`config.mk`:
```
export PLATFORM = sky130hd
export DESIGN_NAME = spi_slave_regbank
export DESIGN_NICKNAME = d
export VERILOG_FILES = /design/src/rtl/spi_regbank_pkg.sv /design/src/rtl/spi_frame_shifter.sv /design/src/rtl/spi_slave_regbank.sv
export SDC_FILE = /design/constraint.sdc
export NUM_CORES = 1
export LEC_CHECK = 0
export ABC_CLOCK_PERIOD_IN_PS = 2600
export BUFFER_PORTS_ARGS = -buffer_cell sky130_fd_sc_hd__buf_2
export CORE_ASPECT_RATIO = 0.5
export CORE_MARGIN = 2
export CORE_UTILIZATION = 53
export CTS_BUF_LIST = sky130_fd_sc_hd__clkbuf_8 sky130_fd_sc_hd__clkbuf_16
export DETAILED_ROUTE_END_ITERATION = 10
export PLACE_DENSITY_LB_ADDON = 0.15
export SLEW_MARGIN = 30
export SYNTH_ARGS = -nofsm -noshare
export SYNTH_HDL_FRONTEND = slang
export SYNTH_SLANG_ARGS = --single-unit
```
`constraint.sdc`:
```
create_clock -name SPI_clk_x -period 2.6 [get_ports SPI_clk_x]
set_input_delay 0.52 -clock SPI_clk_x [delete_from_list [all_inputs] [get_ports SPI_clk_x]]
set_output_delay 0.52 -clock SPI_clk_x [all_outputs]
set_load 0.03 [all_outputs]
```
`src/rtl/spi_regbank_pkg.sv`:
```
// Shared definitions for the SPI slave register bank: FSM encoding, command
// field positions and the wrapped address increment.
package spi_regbank_pkg;

    typedef enum logic [1:0] {
        StCmd   = 2'd0,
        StWdata = 2'd1,
        StRdata = 2'd2
    } state_e;

    // Command frame: top bit is W (1 write, 0 read), next bit is INC.
    function automatic int unsigned w_bit(input int unsigned data_w);
        return data_w - 1;
    endfunction

    function automatic int unsigned inc_bit(input int unsigned data_w);
        return data_w - 2;
    endfunction

    // Next address; the last register and any out-of-range address both wrap to 0.
    function automatic int unsigned addr_inc(input int unsigned addr, input int unsigned num_regs);
        return (addr >= num_regs - 1) ? 0 : addr + 1;
    endfunction

endpackage

```
`src/rtl/spi_frame_shifter.sv`:
```
// Per-frame bit counter, MOSI deserialiser and MISO serialiser.
// The MISO serialiser exists only when SPI_REGBANK_READBACK_EN is defined;
// otherwise tx_bit_o is tied low.
module spi_frame_shifter #(
    parameter int unsigned DATA_W    = 8,
    parameter bit          MSB_FIRST = 1'b1
) (
    input  logic              SPI_clk_x,
    input  logic              frame_clr_ni,
    input  logic              mosi_i,
    input  logic              tx_load_i,
    input  logic [DATA_W-1:0] tx_word_i,
    output logic [DATA_W-1:0] rx_word_o,
    output logic              frame_done_o,
    output logic              tx_bit_o
);
    localparam int unsigned CntW = $clog2(DATA_W);

    logic [CntW-1:0]   cnt_q, cnt_d;
    logic [DATA_W-1:0] rx_q, rx_d;

    // rx_d is the word as it stands once the current MOSI bit is taken in.
    always_comb begin
        frame_done_o = (cnt_q == CntW'(DATA_W - 1));
        cnt_d        = frame_done_o ? '0 : cnt_q + 1'b1;
        if (MSB_FIRST) begin
            rx_d = {rx_q[DATA_W-2:0], mosi_i};
        end else begin
            rx_d = {mosi_i, rx_q[DATA_W-1:1]};
        end
        rx_word_o = rx_d;
    end

    // Counter and receive shifter, cleared whenever the frame is aborted.
    always_ff @(posedge SPI_clk_x or negedge frame_clr_ni) begin
        if (!frame_clr_ni) begin
            cnt_q <= '0;
            rx_q  <= '0;
        end else begin
            cnt_q <= cnt_d;
            rx_q  <= rx_d;
        end
    end

`ifdef SPI_REGBANK_READBACK_EN
    logic [DATA_W-1:0] tx_q;

    // Transmit shifter: a load takes priority over the per-bit shift.
    always_ff @(posedge SPI_clk_x or negedge frame_clr_ni) begin
        if (!frame_clr_ni) begin
            tx_q <= '0;
        end else if (tx_load_i) begin
            tx_q <= tx_word_i;
        end else if (MSB_FIRST) begin
            tx_q <= {tx_q[DATA_W-2:0], 1'b0};
        end else begin
            tx_q <= {1'b0, tx_q[DATA_W-1:1]};
        end
    end

    assign tx_bit_o = MSB_FIRST ? tx_q[DATA_W-1] : tx_q[0];
`else
    logic unused_tx;
    assign unused_tx = ^{tx_load_i, tx_word_i};
    assign tx_bit_o  = 1'b0;
`endif

endmodule

```
`src/rtl/spi_slave_regbank.sv`:
```
// SPI slave (mode 0) register bank: a command frame selects read/write,
// auto-increment and start address, followed by any number of data frames.
// Optional MISO readback is enabled by defining SPI_REGBANK_READBACK_EN.
module spi_slave_regbank
    import spi_regbank_pkg::*;
#(
    parameter int unsigned DATA_W    = 8,
    parameter int unsigned NUM_REGS  = 8,
    parameter int unsigned ADDR_W    = 3,
    parameter bit          MSB_FIRST = 1'b1
) (
    input  logic                       SPI_clk_x,
    input  logic                       HRESETn,
    input  logic                       spi_ss_i,
    input  logic                       spi_mosi_i,
    output logic                       spi_miso_o,
    output logic [NUM_REGS*DATA_W-1:0] regs_o,
    output logic                       wr_stb_o,
    output logic [ADDR_W-1:0]          wr_addr_o,
    output logic [DATA_W-1:0]          wr_data_o,
    output logic                       busy_o,
    output logic                       err_o
);
    localparam int unsigned WBit   = w_bit(DATA_W);
    localparam int unsigned IncBit = inc_bit(DATA_W);

    logic                frame_clr_n;
    logic [DATA_W-1:0]   rx_word, tx_word;
    logic                frame_done, tx_load, tx_bit;
    state_e              state_q, state_d;
    logic [ADDR_W-1:0]   addr_q, addr_d, next_addr, tx_addr;
    logic                inc_q, inc_d;
    logic                commit, rd_access;
    logic [DATA_W-1:0]   regs_q [NUM_REGS];
    logic                wr_stb_q, err_q;
    logic [ADDR_W-1:0]   wr_addr_q;
    logic [DATA_W-1:0]   wr_data_q;

    function automatic logic in_range(input logic [ADDR_W-1:0] a);
        return 32'(a) < NUM_REGS;
    endfunction

    // Deasserted slave select aborts the transaction exactly like a reset.
    assign frame_clr_n = HRESETn & ~spi_ss_i;

    spi_frame_shifter #(
        .DATA_W    (DATA_W),
        .MSB_FIRST (MSB_FIRST)
    ) u_shifter (
        .SPI_clk_x    (SPI_clk_x),
        .frame_clr_ni (frame_clr_n),
        .mosi_i       (spi_mosi_i),
        .tx_load_i    (tx_load),
        .tx_word_i    (tx_word),
        .rx_word_o    (rx_word),
        .frame_done_o (frame_done),
        .tx_bit_o     (tx_bit)
    );

    assign next_addr = ADDR_W'(addr_inc(32'(addr_q), NUM_REGS));

    // Frame-level FSM and address sequencing; all actions happen on the last bit of a frame.
    always_comb begin
        state_d   = state_q;
        addr_d    = addr_q;
        inc_d     = inc_q;
        commit    = 1'b0;
        tx_load   = 1'b0;
        rd_access = 1'b0;
        tx_addr   = addr_q;
        if (frame_done) begin
            case (state_q)
                StCmd: begin
                    inc_d  = rx_word[IncBit];
                    addr_d = rx_word[ADDR_W-1:0];
                    if (rx_word[WBit]) begin
                        state_d = StWdata;
                    end else begin
                        state_d   = StRdata;
                        tx_load   = 1'b1;
                        rd_access = 1'b1;
                        tx_addr   = rx_word[ADDR_W-1:0];
                    end
                end
                StWdata: begin
                    commit = 1'b1;
                    if (inc_q) addr_d = next_addr;
                end
                StRdata: begin
                    if (inc_q) addr_d = next_addr;
                    tx_load   = 1'b1;
                    rd_access = 1'b1;
                    tx_addr   = inc_q ? next_addr : addr_q;
                end
                default: state_d = StCmd;
            endcase
        end
        tx_word = in_range(tx_addr) ? regs_q[tx_addr] : '0;
    end

    // Transaction state, cleared at every slave-select deassertion.
    always_ff @(posedge SPI_clk_x or negedge frame_clr_n) begin
        if (!frame_clr_n) begin
            state_q <= StCmd;
            addr_q  <= '0;
            inc_q   <= 1'b0;
        end else begin
            state_q <= state_d;
            addr_q  <= addr_d;
            inc_q   <= inc_d;
        end
    end

    // Register file, write strobe and sticky error survive slave-select cycles.
    always_ff @(posedge SPI_clk_x or negedge HRESETn) begin
        if (!HRESETn) begin
            for (int i = 0; i < int'(NUM_REGS); i++) regs_q[i] <= '0;
            wr_stb_q  <= 1'b0;
            wr_addr_q <= '0;
            wr_data_q <= '0;
            err_q     <= 1'b0;
        end else begin
            wr_stb_q <= commit & in_range(addr_q);
            if (commit && in_range(addr_q)) begin
                regs_q[addr_q] <= rx_word;
                wr_addr_q      <= addr_q;
                wr_data_q      <= rx_word;
            end
            if ((commit && !in_range(addr_q)) || (rd_access && !in_range(tx_addr))) begin
                err_q <= 1'b1;
            end
        end
    end

    for (genvar g = 0; g < int'(NUM_REGS); g++) begin : g_regs
        assign regs_o[g*DATA_W +: DATA_W] = regs_q[g];
    end

    assign spi_miso_o = (state_q == StRdata) & tx_bit;
    assign wr_stb_o   = wr_stb_q;
    assign wr_addr_o  = wr_addr_q;
    assign wr_data_o  = wr_data_q;
    assign busy_o     = (state_q != StCmd);
    assign err_o      = err_q;

endmodule

```
==> results of run 1 <==
[worst max-delay path by stage]
stage,from,to,slack [ps]
after floorplan,u_shifter.cnt_q[0]$_DFF_PN0_,regs_o[0]$_DFFE_PN0P_,770
after global placement,u_shifter.cnt_q[0]$_DFF_PN0_,regs_o[4]$_DFFE_PN0P_,470
after detailed placement,u_shifter.cnt_q[0]$_DFF_PN0_,regs_o[3]$_DFFE_PN0P_,370
after CTS,u_shifter.cnt_q[0]$_DFF_PN0_,regs_o[5]$_DFFE_PN0P_,360
after global routing,u_shifter.cnt_q[0]$_DFF_PN0_,regs_o[7]$_DFFE_PN0P_,260
final,u_shifter.cnt_q[0]$_DFF_PN0_,regs_o[5]$_DFFE_PN0P_,350
[sequential cells by signal (all words and copies together) (netlist names)]
register and cells:
u_shifter.cnt_q 3, wr_stb_o 1, wr_data_o 8, u_shifter.rx_q 7, regs_o 64, state_q 2
addr_q 3, wr_addr_o 3, inc_q 1
[kinds of logic (layout without fill, tap and decap cells)]
| logic type | Yosys count | after routing | synth area share |
|---|---|---|---|
| flops | 92 | 92 | 0.640 |
| mux | 77 | 77 | 0.249 |
| simple gates | 28 | 28 | 0.0504 |
| buf+inv | 17 | 106 | 0.0254 |
| compound gates | 8 | 8 | 0.0136 |
| fa+ha+maj | 6 | 6 | 0.0209 |
| other cells | 1 | 2 | 0.00104 |
[final cells by class]
cell class,count,area share
inverter,7,0.00599
sequential,92,0.525
clock buffer,11,0.0576
clock inverter,3,0.00885
timing repair buffer,85,0.100
tap,92,0.0263
multi-input combinational,121,0.276
[worst max-delay path: cells and delay by family, from the launching register on]
kind,cells,cell delay [ps]
fa+ha+maj,2,540
simple gates,2,850
flops,1,360
mux,1,380
[cells in the mapped netlist]
cell       n
a21oi_1    1
a31oi_1    1
and3_1     1
buf_1      2
buf_2      1
buf_4      3
buf_6      2
clkbuf_1   2
conb_1     1
dfrtp_1   92
ha_1       6
inv_1      7
mux2_2    68
mux2_4     8
mux2i_1    1
nand2_1   10
nand2_4    1
nand2b_1   4
nand3_2    1
nor2_1     1
nor2_2     3
nor2b_1    2
nor3_2     1
nor3_4     2
o21ai_0    3
o22ai_1    1
o31ai_1    1
o32ai_1    1
or3_1      1
or4_1      1
[layer usage]
layer	vias up	wire, µm	part of all wire	track usage
met2	52	3420	0.47	0.317
met3	8	393	0.054	0.0855
met1	1113	3470	0.47	0.300
met5	-	0	0	0
li1	957	-	-	-
met4	0	59	0.0080	0.0654
[through the flow]
| stage | power [W] | util | hold WS [ps] | std cells |
|---|---|---|---|---|
| final | 0.00457 | 0.662 | 18.7 | 411 |
| after global routing | 0.00480 | 0.662 | 11.2 | 411 |
| after CTS | 0.00461 | 0.662 | 12.7 | 411 |
| after detailed placement | 0.00334 | 0.618 | 367 | 397 |
| after global placement | 0.00329 | 0.618 | 362 | 397 |
| after floorplan | 0.00291 | - | 224 | 230 |
[power by group through the flow]
stage          Combinational (W)  Sequential, W  Clock (W)
2_1_floorplan           0.000494        0.00241          0
3_3_place_gp             0.00132        0.00197          0
3_5_place_dp             0.00135        0.00198          0
4_1_cts                  0.00136        0.00196    0.00129
5_1_grt                  0.00143        0.00200    0.00136
6_report                 0.00135        0.00196    0.00127
==> flow_summary.ini, run 1 <==
[finish]
fin_area_um2 = 4380
regArea_um2 = 2300
drive_gt1_frac = 0.571
fillCellCount = 494
final_nets = 326
area_delta_synth_final_pct = 21.8
antenna-diode-count = 0
final_cell_mix = 92 x dfrtp_1, 79 x buf_2, 68 x mux2_2, 10 x nand2_1, 9 x clkbuf_16
multi_input_area_um2 = 1210
layout_commonest_cell = dfrtp_1

[power_and_ir_drop]
seq_power_share = 0.429
power.leakage_nw = 2.43
vdd_drop_max_v = 0.000508
clockPowerShare = 0.277
p_switching_w = 0.00159
powerDensity_nw_per_um2 = 1040
p_int_w = 0.00298
p_sw_frac = 0.347
comb_power_share = 0.294

[critical_path]
cp_data_arrival_time_ps = 2460
worst-endpoint-required_ps = 2810
cpPeakStageDelay_ps = 680
r2r_end = regs_o[5]$_DFFE_PN0P_
reg2reg_setup_slack_ps = 350
crit_chain = ha_1 -> ha_1 -> nand2_4 -> or4_1 -> mux2_4
slowest_stage = or4_1
r2r_cells = 5
crit_fanout = 13
critical_path_class = flop to flop
cp-start-kind = flop
critPathMostFrequentCell = ha_1
end_kind = flop
r2r-start = u_shifter.cnt_q[0]$_DFF_PN0_

[die]
ios = 83
start_util = 0.543
die_x_um = 121
row_count = 21
fp.dieH_um = 62.3
core_area_um2 = 6620
die_area_um2 = 7500

[timing]
slew_violations = 0
finalCritPeriodShare = 0.865
final.setup.tns_ps = 0
rsz0062_at_grt = false
finalSetupViolations = 0
fin_skew_ps = 4.40
max_freq_mhz = 445
worstMarginPinSlew_ps = 529
fin_crit_ps = 2250
worst_slack_ps = 352
hold_violations = 0
relSlewSlack = 0.647

[route]
finalWirelength_mm = 7.34
antenna_left = 0
drtIter0Drc = 65
firstDrtPassIters = 4
vias_per_cell = 5.18
drc = 0
wl_per_cell_um = 17.8
vias = 2130

[cts]
h-tree-depth = 3
clockBufferDepth = 2
cts_resized = 0
clockRootBuffer = clkbuf_16
ctsHoldBuffers = 0
tritoncts = done
cts_sinks = 92
clk_pin_slew_ps = 60
postCtsSetupBuffers = 0
clk_latency_ps = 330
cts_buffers = 9

[synthesis]
syn-cell-area_um2 = 3600
synth.top_cells.by_area = dfrtp_1 64%, mux2_2 21%, mux2_4 3.3%, ha_1 2.1%, nand2_1 1.0%
synth-seq-cells = 92
seq_area_frac_synth = 0.640
synth_top_area_share = 0.640
yosysWarnings = 1
syn_area_per_cell_um2 = 15.7
yosysUniqueCellTypes = 30
synth_top_area_cell = dfrtp_1
syn-instance-count = 229

[placed_design]
numPortBuffers = 80
placed_area_um2 = 4090
gp_congestion = 0.780
dp_hpwl_mm = 4.97
place_ws_ps = 371

[grt]
grt_usage = 0.216
grt_max_degree = 44
grt_pass1_wl_mm = 12.0
grt_pass1_vias = 2216
antenna_found_initial = 0
overflow = 0

[outcome]
outcome = complete, no violations

[flow_run]
maxCapViolations = 0

[min_path]
hold_path_class = primary input to asynchronous set/reset pin
No activity file was read; power rests on OpenSTA's default activity.
==> inputs of run 2 (changes only) <==
--- a/config.mk
+++ b/config.mk
@@ -5,11 +5,14 @@
 export SDC_FILE = /design/constraint.sdc
 export NUM_CORES = 1
 export LEC_CHECK = 0
+export ABC_AREA = 1
 export ABC_CLOCK_PERIOD_IN_PS = 2600
 export BUFFER_PORTS_ARGS = -buffer_cell sky130_fd_sc_hd__buf_2
+export CELL_PAD_IN_SITES_DETAIL_PLACEMENT = 0
+export CELL_PAD_IN_SITES_GLOBAL_PLACEMENT = 1
 export CORE_ASPECT_RATIO = 0.5
 export CORE_MARGIN = 2
-export CORE_UTILIZATION = 53
+export CORE_UTILIZATION = 40
 export CTS_BUF_LIST = sky130_fd_sc_hd__clkbuf_8 sky130_fd_sc_hd__clkbuf_16
 export DETAILED_ROUTE_END_ITERATION = 10
 export PLACE_DENSITY_LB_ADDON = 0.15
==> run 2 against run 1 <==
Compared with the run above: clock power decreased by 6%; synthesized cell count increased by 43%; routed wire length rose by 14%; clock-buffer cell count down 1; worst hold slack improved by 110 ps; combinational power up 4%; utilization down 15 points; critical path depth is 1 higher; clock skew grew 0.82 ps; area after synthesis is 4.2% lower; via count grew 19%; largest cell class unchanged; largest power group unchanged.
==> flow_summary.ini, run 2 <==
[outcome]
outcome = complete, no violations

[timing]
worstMarginPinSlew_ps = 502
fin_skew_ps = 5.23
hold_violations = 0
relSlewSlack = 0.665
final.setup.tns_ps = 0
rsz0062_at_grt = false
finalSetupViolations = 0
max_freq_mhz = 507
finalCritPeriodShare = 0.759
slew_violations = 0
fin_crit_ps = 1970

[critical_path]
cp-start-kind = flop
crit_fanout = 24
critical_path_class = flop to flop
end_kind = flop
worst-endpoint-required_ps = 2840
cp_data_arrival_time_ps = 2210

[die]
start_util = 0.422
row_count = 23
die_area_um2 = 9420
die_x_um = 135
ios = 83
fp.dieH_um = 69.6
core_area_um2 = 8170

[cts]
h-tree-depth = 3
cts_sinks = 92
clockRootBuffer = clkbuf_16
ctsHoldBuffers = 0
tritoncts = done
cts_buffers = 9
postCtsSetupBuffers = 0
cts_resized = 0
clk_latency_ps = 340
clk_pin_slew_ps = 60
clockBufferDepth = 2

[power_and_ir_drop]
vdd_drop_max_v = 0.000732
power.leakage_nw = 2.26
powerDensity_nw_per_um2 = 1100

[synthesis]
synth_top_family_by_area = simple AND/OR/NAND/NOR gates
synth.top_cells.by_area = dfrtp_1 67%, o21ai_0 9.7%, nand2_1 9.1%, inv_1 2.4%, buf_6 2.3%
yosysUniqueCellTypes = 18
yosysWarnings = 1
syn_area_per_cell_um2 = 10.5
synth_compound_area_frac = 0.119
synth_top_area_share = 0.668
synth_xor_area_frac = 0
synthMuxAreaShare = 0
syn-instance-count = 328
synth-async-reset-ratio = 1.00
synth_edf_count = 0
ys_top_cells_by_count = 92 x dfrtp_1, 84 x nand2_1, 67 x o21ai_0
syn-cell-area_um2 = 3450
seq_area_frac_synth = 0.668
synth_top_area_cell = dfrtp_1
synthAdderAreaFrac = 0.0218
synthFlopType = dfrtp_1
synth-seq-cells = 92
post-synth-top-count-cell = dfrtp_1
synthSimpleGateAreaFrac = 0.132

[placed_design]
numPortBuffers = 80
gp_congestion = 0.814
placed_cells = 510
dp_hpwl_mm = 5.64

[grt]
grt_usage = 0.193
grt_pass1_vias = 2517
antenna_found_initial = 0
grt_max_degree = 37
grt_pass1_wl_mm = 13.4
overflow = 0

[route]
drc = 0
antenna_left = 0
finalWirelength_mm = 8.39
wl_per_cell_um = 15.9
vias_per_cell = 4.83
drtIter0Drc = 159
firstDrtPassIters = 5
vias = 2541

[finish]
antenna-diode-count = 0
area_delta_synth_final_pct = 20.9
final_cell_mix = 92 x dfrtp_1, 84 x nand2_1, 79 x buf_2, 67 x o21ai_0, 23 x inv_1
final_nets = 419
finalNonFillerCells = 526
fillCellCount = 773
drive_gt1_frac = 0.246
layout_commonest_cell = dfrtp_1
largest_reg_flops = 64

[flow_run]
maxCapViolations = 0

[min_path]
hold_path_class = primary input to asynchronous set/reset pin
[run 2: cell types whose count changed after synthesis, moves of 5 or more]
cell | previous run | this run
nand2_1 | 10 | 84
buf_6 | 2 | 7
mux2_4 | 8 | 0
o21ai_0 | 3 | 67
inv_1 | 7 | 22
a21oi_1 | 1 | 9
nor2_1 | 1 | 17
nand3_1 | 0 | 7
mux2_2 | 68 | 0
[run 2: critical path, stage by stage (launching register included)]
cell and delay (ps):
dfrtp_1 360, ha_1 160, ha_1 330, nand2_4 230
nor2_4 190, nand2_1 290, o21ai_0 300
[run 2: logic make-up after synthesis]
| logic type | Yosys count |
|---|---|
| AO/OA/AOI/OAI | 81 |
| adder cells (fa/ha/maj) | 6 |
| buffers and inverters | 36 |
| flip-flops | 92 |
| other | 1 |
| AND/OR/NAND/NOR | 112 |
[run 2: through the flow]
stage	hold WS [ps]	setup slack, ps	total power (W)	utilization	instance area, µm²
after floorplan	224	1080	0.00292	-	3450
after global routing	166	396	0.00482	0.510	4170
final	126	627	0.00456	0.510	4170
after detailed placement	363	634	0.00341	0.477	3900
after global placement	356	777	0.00337	0.477	3900
after CTS	137	619	0.00461	0.510	4170
[run 2: path summary, 6_finish.rpt]
path	start	endpoint	slack, ps	cells past startpoint
max	u_shifter.cnt_q[0]$_DFF_PN0_	regs_o[20]$_DFFE_PN0P_	630	6
min	HRESETn	wr_data_o[5]$_DFFE_PN0P_	130	1
max reg2reg	u_shifter.cnt_q[0]$_DFF_PN0_	regs_o[20]$_DFFE_PN0P_	630	6
min reg2reg	u_shifter.rx_q[0]$_DFF_PN0_	u_shifter.rx_q[1]$_DFF_PN0_	380	0
max in group asynchronous	HRESETn	state_q[0]$_DFFE_PN0P_	1800	4
min in group SPI_clk_x	spi_mosi_i	u_shifter.rx_q[0]$_DFF_PN0_	290	1
[run 2: layer usage]
layer	wire length [µm]	part of all wire	GRT usage	up-vias
met4	130	0.016	0.0660	0
met3	580	0.069	0.0563	13
li1	-	-	-	1223
met5	0	0	0	-
met2	3630	0.43	0.292	86
met1	4050	0.48	0.266	1219
[run 2: report_power, final]
group | total [W] | internal [W] | switching [W]
clock | 0.00119 | 0.000663 | 0.000524
combinational | 0.00141 | 0.000392 | 0.00102
sequential | 0.00197 | 0.00175 | 0.000217
[run 2: layout make-up]
cell class / count / area, µm² / share of cell area
flip-flops and latches: 92 / 2300 / 0.553
well taps: 112 / 140 / 0.0336
multi-input cells: 201 / 946 / 0.227
repair buffers: 83 / 425 / 0.102
clock inverters: 6 / 31.3 / 0.00751
clock buffers: 10 / 239 / 0.0574
inverters: 22 / 82.6 / 0.0198
